--- src/rtl/corelet_pkg.sv ---
// corelet_pkg: shared types and constants for the corelet weight-stationary sequencer.
//   state_e  : sequencer FSM encoding
//   INST_*   : MAC instruction words (bit2 = OS mode, bit1 = execute, bit0 = kernel load)
//   CNT_W    : width of the phase/vector counters
package corelet_pkg;

  typedef enum logic [2:0] {
    S_IDLE,
    S_KLOAD,
    S_KPUSH,
    S_SETTLE,
    S_ALOAD,
    S_EXEC,
    S_DRAIN,
    S_FIN
  } state_e;

  localparam logic [2:0] INST_IDLE  = 3'b000;
  localparam logic [2:0] INST_KLOAD = 3'b001;
  localparam logic [2:0] INST_EXEC  = 3'b010;

  localparam int CNT_W = 16;

endpackage

--- src/rtl/corelet_seq_fill.sv ---
// corelet_seq_fill: throttled xmem -> L0 read issuer, shared by kernel and activation loads.
// Ports:
//   clk, reset          clock, synchronous active-high reset
//   en_i                phase active; deasserting clears the vector index
//   count_i, base_i     vectors to move and their first xmem address
//   l0_full_i           L0 back-pressure
//   xmem_cen_o          active-low read strobe
//   xmem_addr_o         read address (0 when no read is issued)
//   l0_wr_o             L0 write, one cycle after each read
//   fill_done_o         high on the cycle of the last L0 write
module corelet_seq_fill
  import corelet_pkg::*;
#(
  parameter int ADDR_W = 11
) (
  input  logic              clk,
  input  logic              reset,
  input  logic              en_i,
  input  logic [CNT_W-1:0]  count_i,
  input  logic [ADDR_W-1:0] base_i,
  input  logic              l0_full_i,
  output logic              xmem_cen_o,
  output logic [ADDR_W-1:0] xmem_addr_o,
  output logic              l0_wr_o,
  output logic              fill_done_o
);

  logic [CNT_W-1:0] idx_q, idx_d;
  logic             wr_q, wr_d;
  logic             issue;

  // Skipping the cycle in which the previous read lands in L0 keeps only one
  // read in flight, so l0_full seen at issue time is always current.
  always_comb begin
    issue = en_i && !l0_full_i && !wr_q && (idx_q < count_i);
    idx_d = idx_q;
    if (!en_i)
      idx_d = '0;
    else if (issue)
      idx_d = idx_q + CNT_W'(1);
    wr_d = issue;
  end

  always_ff @(posedge clk) begin
    if (reset) begin
      idx_q <= '0;
      wr_q  <= 1'b0;
    end else begin
      idx_q <= idx_d;
      wr_q  <= wr_d;
    end
  end

  assign xmem_cen_o  = ~issue;
  assign xmem_addr_o = issue ? base_i + ADDR_W'(idx_q) : '0;
  assign l0_wr_o     = wr_q;
  assign fill_done_o = en_i && wr_q && (idx_q == count_i);

endmodule

--- src/rtl/corelet_seq.sv ---
// corelet_seq: weight-stationary sequencer for the corelet datapath (L0, MAC array, OFIFO).
// For each of N_KIJ kernel positions: kernel load, kernel push, settle, activation load,
// execute, then drain the OFIFO into pmem.
// Ports:
//   clk, reset                 clock, synchronous active-high reset
//   start                      run request, honoured only in IDLE
//   l0_full, ofifo_valid       corelet status
//   xmem_cen/wen/addr          activation/weight SRAM read port (wen fixed high)
//   pmem_cen/wen/addr          psum SRAM write port
//   l0_wr, l0_rd, inst_w       L0 strobes and MAC instruction
//   ofifo_rd                   OFIFO pop
//   busy, done, kij            run status
// Build option CORELET_SEQ_PERF_EN adds perf_cycles (busy cycles) and perf_stall
// (ALOAD cycles with l0_full plus DRAIN cycles without ofifo_valid).
//
// state  | meaning
// IDLE   | waiting for start
// KLOAD  | weights for kij -> L0
// KPUSH  | L0 -> MAC array with kernel-load instruction, col cycles
// SETTLE | quiet cycles while weights propagate
// ALOAD  | activations -> L0
// EXEC   | L0 -> MAC array with execute instruction, N_ACT cycles
// DRAIN  | OFIFO pop then pmem write, N_ACT times
// FIN    | done pulse
module corelet_seq
  import corelet_pkg::*;
#(
  parameter int row     = 8,
  parameter int col     = 8,
  parameter int inst_bw = 3,
  parameter int N_ACT   = 36,
  parameter int N_KIJ   = 9,
  parameter int ADDR_W  = 11,
  parameter int W_BASE  = 1024,
  parameter int SETTLE  = 16
) (
  input  logic               clk,
  input  logic               reset,
  input  logic               start,
  input  logic               l0_full,
  input  logic               ofifo_valid,
  output logic               xmem_cen,
  output logic               xmem_wen,
  output logic [ADDR_W-1:0]  xmem_addr,
  output logic               pmem_cen,
  output logic               pmem_wen,
  output logic [ADDR_W-1:0]  pmem_addr,
  output logic               l0_wr,
  output logic               l0_rd,
  output logic [inst_bw-1:0] inst_w,
  output logic               ofifo_rd,
  output logic               busy,
  output logic               done,
  output logic [3:0]         kij
`ifdef CORELET_SEQ_PERF_EN
  ,
  output logic [31:0]        perf_cycles,
  output logic [31:0]        perf_stall
`endif
);

  // Weights must have crossed the whole array before activations follow.
  if (SETTLE < row + col) begin : g_settle_too_short
    $error("SETTLE must be at least row+col");
  end

  state_e           state_q, state_d;
  logic [3:0]       kij_q, kij_d;
  logic [CNT_W-1:0] cnt_q, cnt_d;
  logic [CNT_W-1:0] o_q, o_d;
  logic             pop_q;
  logic             fill_en, fill_done;
  logic [CNT_W-1:0] fill_count;
  logic [ADDR_W-1:0] fill_base;

  assign fill_en    = (state_q == S_KLOAD) || (state_q == S_ALOAD);
  assign fill_count = (state_q == S_KLOAD) ? CNT_W'(col) : CNT_W'(N_ACT);
  assign fill_base  = (state_q == S_KLOAD) ? ADDR_W'(W_BASE + int'(kij_q) * col) : '0;

  corelet_seq_fill #(.ADDR_W(ADDR_W)) u_fill (
    .clk        (clk),
    .reset      (reset),
    .en_i       (fill_en),
    .count_i    (fill_count),
    .base_i     (fill_base),
    .l0_full_i  (l0_full),
    .xmem_cen_o (xmem_cen),
    .xmem_addr_o(xmem_addr),
    .l0_wr_o    (l0_wr),
    .fill_done_o(fill_done)
  );

  // Pops and writes alternate, so with no pop pending o_q equals pops issued.
  assign ofifo_rd = (state_q == S_DRAIN) && ofifo_valid && !pop_q && (o_q < CNT_W'(N_ACT));

  always_comb begin
    state_d = state_q;
    kij_d   = kij_q;
    cnt_d   = cnt_q;
    o_d     = o_q;
    case (state_q)
      S_IDLE: begin
        if (start) begin
          state_d = S_KLOAD;
          kij_d   = '0;
        end
      end
      S_KLOAD: begin
        if (fill_done) begin
          state_d = S_KPUSH;
          cnt_d   = CNT_W'(col - 1);
        end
      end
      S_KPUSH: begin
        if (cnt_q == '0) begin
          state_d = S_SETTLE;
          cnt_d   = CNT_W'(SETTLE - 1);
        end else begin
          cnt_d = cnt_q - CNT_W'(1);
        end
      end
      S_SETTLE: begin
        if (cnt_q == '0) state_d = S_ALOAD;
        else             cnt_d   = cnt_q - CNT_W'(1);
      end
      S_ALOAD: begin
        if (fill_done) begin
          state_d = S_EXEC;
          cnt_d   = CNT_W'(N_ACT - 1);
        end
      end
      S_EXEC: begin
        if (cnt_q == '0) begin
          state_d = S_DRAIN;
          o_d     = '0;
        end else begin
          cnt_d = cnt_q - CNT_W'(1);
        end
      end
      S_DRAIN: begin
        if (pop_q) begin
          o_d = o_q + CNT_W'(1);
          if (o_q == CNT_W'(N_ACT - 1)) begin
            o_d = '0;
            if (kij_q == 4'(N_KIJ - 1)) begin
              state_d = S_FIN;
            end else begin
              state_d = S_KLOAD;
              kij_d   = kij_q + 4'd1;
            end
          end
        end
      end
      S_FIN:   state_d = S_IDLE;
      default: state_d = S_IDLE;
    endcase
  end

  always_ff @(posedge clk) begin
    if (reset) begin
      state_q <= S_IDLE;
      kij_q   <= '0;
      cnt_q   <= '0;
      o_q     <= '0;
      pop_q   <= 1'b0;
    end else begin
      state_q <= state_d;
      kij_q   <= kij_d;
      cnt_q   <= cnt_d;
      o_q     <= o_d;
      pop_q   <= ofifo_rd;
    end
  end

  assign xmem_wen  = 1'b1;
  assign pmem_cen  = ~pop_q;
  assign pmem_wen  = ~pop_q;
  assign pmem_addr = pop_q ? ADDR_W'(int'(kij_q) * N_ACT + int'(o_q)) : '0;
  assign l0_rd     = (state_q == S_KPUSH) || (state_q == S_EXEC);
  assign inst_w    = (state_q == S_KPUSH) ? inst_bw'(INST_KLOAD) :
                     (state_q == S_EXEC)  ? inst_bw'(INST_EXEC)  : inst_bw'(INST_IDLE);
  assign busy      = (state_q != S_IDLE) && (state_q != S_FIN);
  assign done      = (state_q == S_FIN);
  assign kij       = kij_q;

`ifdef CORELET_SEQ_PERF_EN
  logic [31:0] perf_cycles_q, perf_stall_q;
  logic        stall_cyc;

  assign stall_cyc = ((state_q == S_ALOAD) && l0_full) || ((state_q == S_DRAIN) && !ofifo_valid);

  always_ff @(posedge clk) begin
    if (reset) begin
      perf_cycles_q <= '0;
      perf_stall_q  <= '0;
    end else if ((state_q == S_IDLE) && start) begin
      perf_cycles_q <= '0;
      perf_stall_q  <= '0;
    end else begin
      if (busy)      perf_cycles_q <= perf_cycles_q + 32'd1;
      if (stall_cyc) perf_stall_q  <= perf_stall_q + 32'd1;
    end
  end

  assign perf_cycles = perf_cycles_q;
  assign perf_stall  = perf_stall_q;
`endif

endmodule

--- config.mk ---
export PLATFORM = sky130hd
export DESIGN_NAME = corelet_seq
export DESIGN_NICKNAME = d
export VERILOG_FILES = /design/src/rtl/corelet_pkg.sv /design/src/rtl/corelet_seq_fill.sv /design/src/rtl/corelet_seq.sv
export SDC_FILE = /design/constraint.sdc
export NUM_CORES = 1
export LEC_CHECK = 0
export ABC_AREA = 1
export BUFFER_PORTS_ARGS = -buffer_cell sky130_fd_sc_hd__buf_4
export CAP_MARGIN = 20
export CORE_MARGIN = 2
export CORE_UTILIZATION = 60
export CTS_BUF_LIST = sky130_fd_sc_hd__clkbuf_8
export CTS_CLUSTER_SIZE = 14
export DETAILED_ROUTE_END_ITERATION = 16
export PLACE_DENSITY = 0.77
export SETUP_SLACK_MARGIN = 0.02
export SLEW_MARGIN = 20
export SYNTH_ARGS = -nofsm -noshare
export SYNTH_HDL_FRONTEND = slang
export SYNTH_SLANG_ARGS = --single-unit
--- constraint.sdc ---
create_clock -name clk -period 5.3 [get_ports clk]
set_input_delay 0.265 -clock clk [delete_from_list [all_inputs] [get_ports clk]]
set_output_delay 0.265 -clock clk [all_outputs]
set_load 0.03 [all_outputs]
==> impl_metrics.json <==
{
  "timing.final.crit_share_pct": 54.1,
  "skew_ps": 7.13,
  "htree_num_levels": 3,
  "wl_per_cell_um": 12.7,
  "portBuffers": 38,
  "syn_inst": 711,
  "async_reset_ff_share_pct": 0,
  "endpoint_kind": "primary output",
  "syn_avg_cell_area_um2": 6.04,
  "vdd_drop_max_mv": 0.190,
  "hold_violations": 0,
  "synth_top_area_share_pct": 26.6,
  "crit_type": "reg -> out",
  "track_usage_pct": 28.7,
  "antenna_found_initial": 0,
  "r2r_cells": 9,
  "drc": 0,
  "fin_nets": 769,
  "drt_iter0_drc": 291,
  "antenna_cells": 0,
  "ant_nets": 0,
  "yosys-top-cells-count": "181 x nand2_1, 122 x nor2_1, 84 x inv_1",
  "die_h_um": 88.6,
  "crit_required_ps": 5040,
  "worst-path-max-fanout": 8,
  "avgViaCountPerCell": 5.39,
  "maxSlewHeadroom_pct": 32.9,
  "status": "complete, no violations",
  "area_delta_synth_final_pct": 11.6,
  "num_vias": 4533,
  "synth_most_common_cell": "nand2_1",
  "clock_latency_ps": 340,
  "fin_util_pct": 69.7,
  "slew_violations": 0,
  "overflow": 0,
  "fin_crit_ps": 2870,
  "place.gp.congestion": 0.937,
  "critical_path_arrival_ps": 2600,
  "synth_edf_count": 0,
  "start_util_pct": 62.5,
  "placementRows": 30,
  "synth_area_leaders": "dfxtp_1 27%, nand2_1 16%, nor2_1 11%",
  "hold-path-cell-count": 3,
  "ctsResizeCount": 0,
  "cts_buffers": 9,
  "dpl.hpwl_um": 7800,
  "cts_tree": "done",
  "first_global_vias": 4095,
  "rsz0062_at_grt": "no",
  "finalSetupTns_ps": 0,
  "p_leak_nw": 2.17,
  "ys_types": 34,
  "setup_violations": 0,
  "dp_slack_ps": 2810,
  "die_area_um2": 7850,
  "holdBufCountCts": 0,
  "yosysTopAreaCell": "dfxtp_1",
  "grt_pass1_wl_um": 17900,
  "grt_max_degree": 35,
  "totalWireLength_um": 10700,
  "synth.cell_area_um2": 4290,
  "cts_root_buf": "clkbuf_8",
  "ys_warn_count": 0,
  "max_freq_mhz": 348,
  "clockBufferDepth": 2,
  "synthFlopType": "dfxtp_1",
  "p_per_area_nw_per_um2": 408,
  "die_w_um": 88.6,
  "holdWs_ps": 258,
  "ios": 43,
  "yosysSeqAreaShare_pct": 26.6,
  "post_cts_buffers": 0,
  "worst_slack_ps": 2430,
  "drive_gt1_share_pct": 11.0,
  "clkTransAtPathRegs_ps": 70,
  "core_um2": 6870,
  "synth-seq-cells": 57,
  "worstMarginPinSlew_ps": 1000,
  "hp-class": "in -> reg",
  "max_cap_violations": 0,
  "dr.pass1.iters": 6,
  "clock-sinks": 57,
  "cp-start-kind": "flip-flop"
}
==> cell families after synthesis <==
| logic type | share of synthesized area (%) |
|---|---|
| compound gates | 10.7 |
| xor+xnor | 3.67 |
| fa+ha+maj | 7.34 |
| buf+inv | 11.1 |
| flops | 26.6 |
| other cells | 0.175 |
| simple gates | 40.4 |
==> power by group <==
part	internal [mW]	leakage [nW]	switching (mW)
registers	0.468	0.461	0.0496
logic	0.279	1.60	0.713
clock network	0.260	0.110	0.187
==> metal layers <==
metal	GRT usage, %	vias to the layer above	routed length, µm
met5	0	-	0
met4	12.0	0	233
met3	6.25	25	723
met2	49.0	160	5070
met1	34.9	2027	4630
li1	-	2321	-
==> cells in the final DEF (no fill, tap or decap), drive strengths merged <==
cell type,count
a21oi,57
a31oi,2
and3,1
buf,38
bufinv,2
clkbuf,9
clkinv,3
clkinvlp,1
conb,4
dfxtp,57
fa,2
ha,22
inv,94
nand2,188
nand3,56
nand3b,2
nand4,16
nor2,128
nor3,12
nor3b,1
nor4,2
o21ai,24
o21bai,3
o311ai,1
or2,2
xnor2,1
xor2,17
==> worst paths after layout <==
check	start	to	slack, ps
max	kij[3]	pmem_addr[9]	2430
min	ofifo_valid	pop_q	260
max reg2reg	state_q[0]	cnt_q[7]	2790
min reg2reg	u_fill.idx_q[15]	u_fill.idx_q[15]	430
==> stage by stage <==
step	total power [mW]	std cells	cell area [µm²]
floorplan	1.32	713	4300
global placement	1.47	825	4580
detailed placement	1.50	825	4580
CTS	1.95	841	4790
global route	2.12	841	4790
finish	1.96	841	4790
==> registers in the layout, summed over array words and instances, names as in the netlist <==
| register | count |
|---|---|
| state_q | 3 |
| o_q | 16 |
| kij | 4 |
| u_fill.l0_wr_o | 1 |
| u_fill.idx_q | 16 |
| pop_q | 1 |
| cnt_q | 16 |
==> cell type report <==
cell class | count | area (µm²)
Timing Repair Buffer | 38 | 285
Clock inverter | 7 | 86.3
Sequential cell | 57 | 1140
Inverter | 93 | 349
Multi-Input combinational cell | 541 | 2680
Clock buffer | 9 | 124
Fill cell | 653 | 2080
Tap cell | 96 | 120
==> critical path, stage by stage, from the launching register on <==
cell	delay, ps
dfxtp_1	510
ha_1	210
ha_1	160
ha_1	160
xor2_1	170
ha_1	280
inv_1	130
o21ai_0	90
a31oi_1	190
nand3_1	90
nand2_1	70
nor2_1	40
buf_4	160
Power figures use the tool's default switching activity.
